[config.mk]
export PLATFORM = sky130hd
export DESIGN_NAME = branch_seq_ctrl
export DESIGN_NICKNAME = d
export VERILOG_FILES = /design/src/rtl/branch_ctrl_pkg.sv /design/src/rtl/branchalu.sv /design/src/rtl/branch_seq_ctrl.sv
export SDC_FILE = /design/constraint.sdc
export NUM_CORES = 1
export LEC_CHECK = 0
export BUFFER_PORTS_ARGS = -buffer_cell sky130_fd_sc_hd__buf_2
export CAP_MARGIN = 20
export CORE_MARGIN = 10
export CORE_UTILIZATION = 35
export CTS_BUF_LIST = sky130_fd_sc_hd__clkbuf_16
export DETAILED_ROUTE_END_ITERATION = 8
export SKIP_LAST_GASP = 1
export SLEW_MARGIN = 5
export SYNTH_ARGS = -nofsm -noshare
export SYNTH_HDL_FRONTEND = slang
export SYNTH_SLANG_ARGS = --single-unit
[constraint.sdc]
create_clock -name clk -period 4.9 [get_ports clk]
set_input_delay 0.245 -clock clk [delete_from_list [all_inputs] [get_ports clk]]
set_output_delay 0.245 -clock clk [all_outputs]
set_load 0.005 [all_outputs]
[src/rtl/branch_ctrl_pkg.sv]
// rtl/branch_ctrl_pkg.sv - shared types and constants for the branch sequencing controller
package branch_ctrl_pkg;

    typedef enum logic [1:0] {
        ST_IDLE     = 2'b00,
        ST_EVAL     = 2'b01,
        ST_REDIRECT = 2'b10,
        ST_FLUSH    = 2'b11
    } br_state_t;

    typedef enum logic [1:0] {
        BR_COND = 2'b00,
        BR_JAL  = 2'b01,
        BR_JALR = 2'b10,
        BR_RSVD = 2'b11
    } br_kind_t;

    localparam logic [2:0] F3_BEQ  = 3'b000;
    localparam logic [2:0] F3_BNE  = 3'b001;
    localparam logic [2:0] F3_BLT  = 3'b100;
    localparam logic [2:0] F3_BGE  = 3'b101;
    localparam logic [2:0] F3_BLTU = 3'b110;
    localparam logic [2:0] F3_BGEU = 3'b111;

endpackage

[src/rtl/branchalu.sv]
// rtl/branchalu.sv - RV32I conditional branch comparator
module branchalu
    import branch_ctrl_pkg::*;
(
    input  logic        en,
    input  logic [2:0]  func3,
    input  logic [31:0] a,
    input  logic [31:0] b,
    output logic        taken
);

    // Encodings outside the six defined conditions (010/011) are never taken.
    always_comb begin
        taken = 1'b0;
        if (en) begin
            case (func3)
                F3_BEQ:  taken = (a == b);
                F3_BNE:  taken = (a != b);
                F3_BLT:  taken = ($signed(a) <  $signed(b));
                F3_BGE:  taken = ($signed(a) >= $signed(b));
                F3_BLTU: taken = (a <  b);
                F3_BGEU: taken = (a >= b);
                default: taken = 1'b0;
            endcase
        end
    end

endmodule

[src/rtl/branch_seq_ctrl.sv]
// rtl/branch_seq_ctrl.sv - multi-cycle branch/jump resolution with held redirect and timed flush
module branch_seq_ctrl
    import branch_ctrl_pkg::*;
#(
    parameter int FLUSH_CYCLES = 2,
    parameter int CNT_W        = 16
) (
    input  logic             clk,
    input  logic             rst,
    input  logic             br_valid,
    output logic             br_ready,
    input  logic [1:0]       br_kind,
    input  logic [2:0]       br_func3,
    input  logic [31:0]      br_pc,
    input  logic [31:0]      br_imm,
    input  logic [31:0]      br_rs1,
    input  logic [31:0]      br_rs2,
    output logic             redir_valid,
    output logic [31:0]      redir_pc,
    input  logic             redir_ready,
    output logic             flush,
    output logic             link_valid,
    output logic [31:0]      link_data,
    output logic             misalign,
    output logic [CNT_W-1:0] branch_cnt,
    output logic [CNT_W-1:0] taken_cnt
);

    localparam int FW = (FLUSH_CYCLES > 1) ? $clog2(FLUSH_CYCLES + 1) : 1;

    br_state_t   state;
    br_kind_t    kind_q;
    logic [2:0]  func3_q;
    logic [31:0] pc_q;
    logic [31:0] imm_q;
    logic [31:0] rs1_q;
    logic [31:0] rs2_q;
    logic [FW-1:0] flush_cnt;
    logic        rst_q;
    logic        alu_taken;
    logic        taken;
    logic        is_jump;
    logic [31:0] target;
    logic        eval_taken;

    branchalu u_alu (
        .en    (kind_q == BR_COND),
        .func3 (func3_q),
        .a     (rs1_q),
        .b     (rs2_q),
        .taken (alu_taken)
    );

    always_comb begin
        taken = 1'b0;
        case (kind_q)
            BR_COND: taken = alu_taken;
            BR_JAL:  taken = 1'b1;
            BR_JALR: taken = 1'b1;
            default: taken = 1'b0;
        endcase
    end

    assign is_jump    = (kind_q == BR_JAL) || (kind_q == BR_JALR);
    assign target     = (kind_q == BR_JALR) ? ((rs1_q + imm_q) & ~32'd1) : (pc_q + imm_q);
    assign eval_taken = (state == ST_EVAL) && taken;

    // rst_q keeps br_ready low on the cycle right after a reset edge.
    assign br_ready    = (state == ST_IDLE) && !rst_q;
    assign misalign    = eval_taken && target[1];
    assign link_valid  = eval_taken && !target[1] && is_jump;
    assign link_data   = link_valid ? (pc_q + 32'd4) : 32'd0;
    assign redir_valid = (state == ST_REDIRECT);
    assign redir_pc    = redir_valid ? target : 32'd0;
    assign flush       = (state == ST_FLUSH);

    // Operands only load at acceptance, so target stays stable while redirect waits.
    always_ff @(posedge clk) begin
        if (br_ready && br_valid) begin
            kind_q  <= br_kind_t'(br_kind);
            func3_q <= br_func3;
            pc_q    <= br_pc;
            imm_q   <= br_imm;
            rs1_q   <= br_rs1;
            rs2_q   <= br_rs2;
        end
    end

    always_ff @(posedge clk) begin
        rst_q <= rst;
        if (rst) begin
            state      <= ST_IDLE;
            flush_cnt  <= '0;
            branch_cnt <= '0;
            taken_cnt  <= '0;
        end else begin
            case (state)
                ST_IDLE: begin
                    if (br_ready && br_valid) begin
                        state <= ST_EVAL;
                        if (br_kind == BR_COND && branch_cnt != {CNT_W{1'b1}})
                            branch_cnt <= branch_cnt + CNT_W'(1);
                    end
                end
                ST_EVAL: begin
                    state <= (taken && !target[1]) ? ST_REDIRECT : ST_IDLE;
                end
                ST_REDIRECT: begin
                    if (redir_ready) begin
                        if (taken_cnt != {CNT_W{1'b1}})
                            taken_cnt <= taken_cnt + CNT_W'(1);
                        if (FLUSH_CYCLES == 0) begin
                            state <= ST_IDLE;
                        end else begin
                            state     <= ST_FLUSH;
                            flush_cnt <= FW'(FLUSH_CYCLES);
                        end
                    end
                end
                ST_FLUSH: begin
                    flush_cnt <= flush_cnt - FW'(1);
                    if (flush_cnt <= FW'(1))
                        state <= ST_IDLE;
                end
                default: state <= ST_IDLE;
            endcase
        end
    end

endmodule

==> impl_metrics.toml, run 1 <==
[yosys]
synth_warnings = 0
synth-edff-count = 133
synth_cells = 1051
synth_seq_cells = 170
syn_avg_cell_area_um2 = 10.0
synth_cell_type_count = 64
yosys_most_used_dff = "edfxtp_1"
ys_async_sr_fraction_pct = 0
yosysSeqAreaShare_pct = 45.0
netlist_area_mm2 = 0.0105
synth_nets = 1290

[clock_tree]
clkTransAtPathRegs_ns = 0.08
post_cts_buffers = 0
tritoncts = "yes"
htree_levels = 4
root_buffer = "clkbuf_16"
clkLatencyLatePin_ns = 0.45
cts_buffers = 17
clkSinkCount = 170
clock_path_buffers = 2

[global_routing]
grt_max_degree = 79
grt_pass1_vias = 9525
grt_overflow = 0
grt_antenna_before_repair = 4
grt_usage_pct = 17.2
grt_pass1_wl_um = 51700

[worst_hold_path]
hold_path_class = "in -> reg"

[detailed_routing]
wl_per_cell_um = 18.1
drtAntennaViolNets = 0
routed_wl_um = 33200
via_count = 9204
dr.pass1.iters = 5
drt_iter0_drc = 487
drt-vias-per-instance = 5.02
drc = 0

[timing]
drv_slew = 0
tns_ns = 0
finalSetupViolations = 0
max_freq_mhz = 223
grt_setup_unrepaired = "false"
setup_ws_ns = 0.411
finalClockSkew_ns = 0.0157
worst_pin_slew_ns = 0.855
finalHoldViolCount = 0
min_period_over_period_pct = 91.6
relSlewSlack_pct = 42.5
period_needed_ns = 4.49

[placed_design]
port_buffers = 237
placed_area_mm2 = 0.0122
dp_hpwl_um = 25000
place_ws_ns = 0.850
routabilityCongestion = 0.878

[setup_path]
crit_type = "reg -> out"
crit_top_cell = "a21oi_1"
worstPathArrival_ns = 4.24
crit_path_top_delay_cell = "nor4_1"
end_kind = "output port"
cp-start-kind = "flip-flop"
r2r_slack_ns = 1.11
worst_path_largest_cell_delay_ns = 0.70
cp_cell_sequence = "ha_1 > nand4_1 > nor4_1 > o21ai_0 > o211ai_1 > a21oi_1 > mux2_2 > a21oi_1 > nor3_1 > o311ai_0 > nor2_1 > buf_2"
critPathRequiredTime_ns = 4.66
path_max_fanout = 4

[finish]
final_common_cell = "buf_2"
design_area_mm2 = 0.0141
final_cell_mix = "237 x buf_2, 133 x edfxtp_1, 131 x dlygate4sd3_1"
area_growth_pct = 33.9
drive_above_1_share_pct = 20.2
final_nets = 1665
fillers = 2820

[power_and_ir_drop]
vdd_drop_max_v = 0.000207
total_power_mw = 3.62
power_leakage_nw = 6.15
cellPowerDensity_mw_per_mm2 = 257

[floorplanning]
core_area_mm2 = 0.0296
fp.dieH_um = 193
die_w_um = 193
start_util_pct = 35.5
fp.dieArea_mm2 = 0.0374
io_pins = 238
rows = 63

[status]
status = "completed"

[job]
cap_violations = 0
## Yosys cell counts, types with 3 or more instances
cell | instances | area [um2]
and4_1 | 3 | 26.3
nor2_1 | 120 | 450
and3_1 | 20 | 125
a211o_1 | 5 | 43.8
a211oi_1 | 14 | 105
xnor2_1 | 50 | 438
nand3_1 | 42 | 210
or2_2 | 3 | 18.8
nand2_1 | 74 | 278
o21a_1 | 6 | 45.0
inv_1 | 59 | 221
nand4_1 | 16 | 100
ha_1 | 100 | 1250
nor2b_1 | 12 | 75.1
a21oi_1 | 86 | 430
nand2b_1 | 10 | 62.6
o21bai_1 | 8 | 60.1
buf_1 | 3 | 11.3
a211oi_2 | 3 | 37.5
edfxtp_1 | 133 | 3990
mux2i_1 | 7 | 70.1
a31oi_1 | 10 | 62.6
xor2_1 | 55 | 482
clkbuf_1 | 15 | 56.3
nor4_1 | 3 | 18.8
nor3_1 | 15 | 75.1
o22ai_1 | 9 | 56.3
o21ai_0 | 37 | 185
dfxtp_1 | 37 | 741
and2_1 | 10 | 62.6
or3_1 | 9 | 56.3
a21o_1 | 32 | 240
nor3b_1 | 3 | 22.5
## final cells by class
type | count | area, um2 | area share (%)
repair buffers | 375 | 2560 | 18.2
inverters | 59 | 224 | 1.59
clock inverters | 13 | 101 | 0.719
flip-flops and latches | 170 | 4730 | 33.6
well taps | 390 | 488 | 3.46
diodes | 5 | 12.5 | 0.0887
multi-input cells | 803 | 5500 | 39.0
clock buffers | 19 | 475 | 3.37
## final timing paths
| path | start | endpoint | cells after the start |
|---|---|---|---|
| hold reg to reg | flush_cnt[1] | flush_cnt[1] | 2 |
| hold / removal | br_kind[1] | kind_q[1] | 1 |
| setup reg to reg | rs1_q[15] | flip-flop | 11 |
| setup / recovery | rs1_q[15] | misalign | 12 |
## logic make-up after synthesis
family                   count (synthesis)  synth area share [%]
buffers and inverters                   78                  2.79
multiplexers                             9                 0.879
adder cells (fa/ha/maj)                102                  12.3
XOR/XNOR                               105                  8.73
AO/OA/AOI/OAI                          243                  15.1
flip-flops                             170                  45.0
AND/OR/NAND/NOR                        344                  15.3
## timing repair
item                      4_1_cts  5_1_grt
resized for setup               0        0
hold buffers                  131        0
hold endpoints to repair      131        0
## stage by stage
stage | hold WS, ns | instances | util [%]
after CTS | 0.00370 | 1829 | 47.5
after global routing | 0.0118 | 1833 | 47.6
after floorplan | 0.273 | 1051 | -
final | 0.0254 | 1834 | 47.6
after detailed placement | 0.423 | 1666 | 41.2
after global placement | 0.423 | 1666 | 41.2
## power by group
group / switching [mW] / internal [mW] / total [mW]
clock: 0.627 / 0.719 / 1.35
sequential: 0.0432 / 1.62 / 1.66
combinational: 0.312 / 0.300 / 0.613
total: 0.983 / 2.64 / 3.62
## sequential cells by signal, indices dropped and copies added, names as in the netlist, named ones only
register	cells
flush_cnt	2
taken_cnt	16
pc_q	32
rs2_q	32
imm_q	32
kind_q	2
state	1
rs1_q	32
branch_cnt	16
func3_q	3
rst_q	1
## critical path: cells and delay by family, from the launching register on
kind / cells / cell delay (ns)
flops: 1 / 0.44
simple gates: 4 / 1.10
buf+inv: 1 / 0.16
fa+ha+maj: 1 / 0.33
compound gates: 5 / 1.47
mux: 1 / 0.30
## per-layer routing
layer / vias to the layer above / share of wire, % / wire length (um) / track usage (%)
met5: - / 0 / 0 / 0
met3: 26 / 6.4 / 2130 / 4.67
met2: 253 / 47 / 15700 / 28.5
li1: 4592 / - / - / -
met1: 4333 / 45 / 14800 / 21.2
met4: 0 / 1.7 / 554 / 5.55
Note: power is estimated with default switching activity, not from simulation.
==> run 2: changes to the inputs <==
--- a/config.mk
+++ b/config.mk
@@ -7,6 +7,7 @@
 export LEC_CHECK = 0
 export BUFFER_PORTS_ARGS = -buffer_cell sky130_fd_sc_hd__buf_2
 export CAP_MARGIN = 20
+export CORE_ASPECT_RATIO = 0.5
 export CORE_MARGIN = 10
 export CORE_UTILIZATION = 35
 export CTS_BUF_LIST = sky130_fd_sc_hd__clkbuf_16
==> impl_metrics.toml, run 2 (same netlist as run 1, synthesis figures left out) <==
[clock_tree]
clock_path_buffers = 2
post_cts_buffers = 0
htree_levels = 4
clkSinkCount = 170
root_buffer = "clkbuf_16"
cts_resized = 0
clkLatencyLatePin_ns = 0.45
hold_buffers = 132
clkTransAtPathRegs_ns = 0.07
tritoncts = "yes"
cts_buffers = 17

[floorplanning]
fp.dieH_um = 143
core_area_mm2 = 0.0293
die_w_um = 265
fp.dieArea_mm2 = 0.0378
io_pins = 238
start_util_pct = 35.9
rows = 44

[setup_path]
cp-start-kind = "flip-flop"
reg2reg_depth = 11
r2r_start = "rs1_q[13]"
worstPathArrival_ns = 3.94
r2r_slack_ns = 1.55
critPathRequiredTime_ns = 4.66
end_kind = "output port"
crit_type = "reg -> out"
path_max_fanout = 4

[global_routing]
grt_usage_pct = 18.0
grt_overflow = 0
grt_pass1_vias = 9333
grt_antenna_before_repair = 2
grt_max_degree = 72
grt_pass1_wl_um = 52700

[timing]
worst_pin_slew_ns = 0.951
min_period_over_period_pct = 85.5
finalHoldViolCount = 0
relSlewSlack_pct = 36.5
grt_setup_unrepaired = "false"
drv_slew = 0
tns_ns = 0
finalSetupViolations = 0
max_freq_mhz = 239
finalClockSkew_ns = 0.0110
setup_ws_ns = 0.711
period_needed_ns = 4.19

[power_and_ir_drop]
cellPowerDensity_mw_per_mm2 = 257
power_leakage_nw = 6.15
vdd_drop_max_v = 0.000232

[finish]
final_common_cell = "buf_2"
final_cell_mix = "237 x buf_2, 133 x edfxtp_1, 132 x dlygate4sd3_1"
design_area_mm2 = 0.0141
fin_cells = 1831
final_nets = 1665
drive_above_1_share_pct = 20.1
fillers = 2701
area_growth_pct = 33.8

[worst_hold_path]
hold_start = "br_kind[1]"
hold_path_depth = 1
hold_path_class = "in -> reg"
whs_endpoint = "kind_q[1]"

[placed_design]
routabilityCongestion = 0.900
dp_cells = 1666
place_ws_ns = 1.22
dp_hpwl_um = 26800
placed_area_mm2 = 0.0122
port_buffers = 237

[detailed_routing]
drt_iter0_drc = 691
drc = 0
routed_wl_um = 34700
via_count = 9492
dr.pass1.iters = 5
wl_per_cell_um = 19.0
drt-vias-per-instance = 5.18
drtAntennaViolNets = 0

[status]
status = "completed"

[job]
cap_violations = 0
## run 2: changes by cell type in the layout (fill, tap and decap cells not counted), moves of 2 or more
cell | previous run | this run
clkbuf_16 | 19 | 17
clkinvlp_4 | 2 | 0
diode_2 | 5 | 1
inv_6 | 6 | 3
inv_8 | 0 | 7
## run 2: layout make-up
type                       count  area, um2  area share, %
antenna                        1       2.50         0.0178
multi-input combinational    803       5500           39.0
clock inverter                15        148           1.05
tap                          391        489           3.47
sequential                   170       4730           33.6
timing repair buffer         375       2560           18.2
inverter                      59        224           1.59
clock buffer                  17        425           3.02
## run 2: through the flow
stage               util (%)  hold WS (ns)  power [mW]
global placement        41.6         0.422        2.22
finish                  48.1        0.0315        3.62
floorplan                  -         0.273        2.04
CTS                     48.1       0.00991        3.64
detailed placement      41.6         0.423        2.22
global route            48.1        0.0167        3.78
## run 2: metal layers
layer  global-route usage, %  wire length (um)  vias up
met4                    6.29               945        0
li1                        -                 -     4591
met5                       0                 0        -
met3                    3.74              1750       50
met2                    30.8             17100      292
met1                    22.2             15000     4559
## run 2: where the power goes
group / internal (mW) / switching (mW)
registers: 1.62 / 0.0462
clock network: 0.679 / 0.653
logic: 0.300 / 0.326
total: 2.60 / 1.02
## run 2: critical path: stages, from the launching register on
cell	delay (ns)
edfxtp_1	0.44
and2_1	0.20
fa_1	0.41
a21o_1	0.21
a221oi_2	0.39
a211oi_2	0.22
a211oi_2	0.33
o311ai_1	0.18
a21o_1	0.20
a21o_1	0.20
a31oi_1	0.23
mux2i_1	0.23
o31ai_1	0.10
buf_2	0.15
## run 2: how the worst max path moves through the flow
stage | from | slack (ns) | cells after the start | end
global route | rs1_q[15] | 0.50 | 12 | misalign
floorplan | state[0] | 0.96 | 4 | func3_q[0]
CTS | rs1_q[15] | 0.70 | 12 | misalign
global placement | rs1_q[15] | 1.26 | 12 | misalign
detailed placement | rs1_q[15] | 1.22 | 12 | misalign
finish | imm_q[0] | 0.71 | 13 | redir_pc[30]
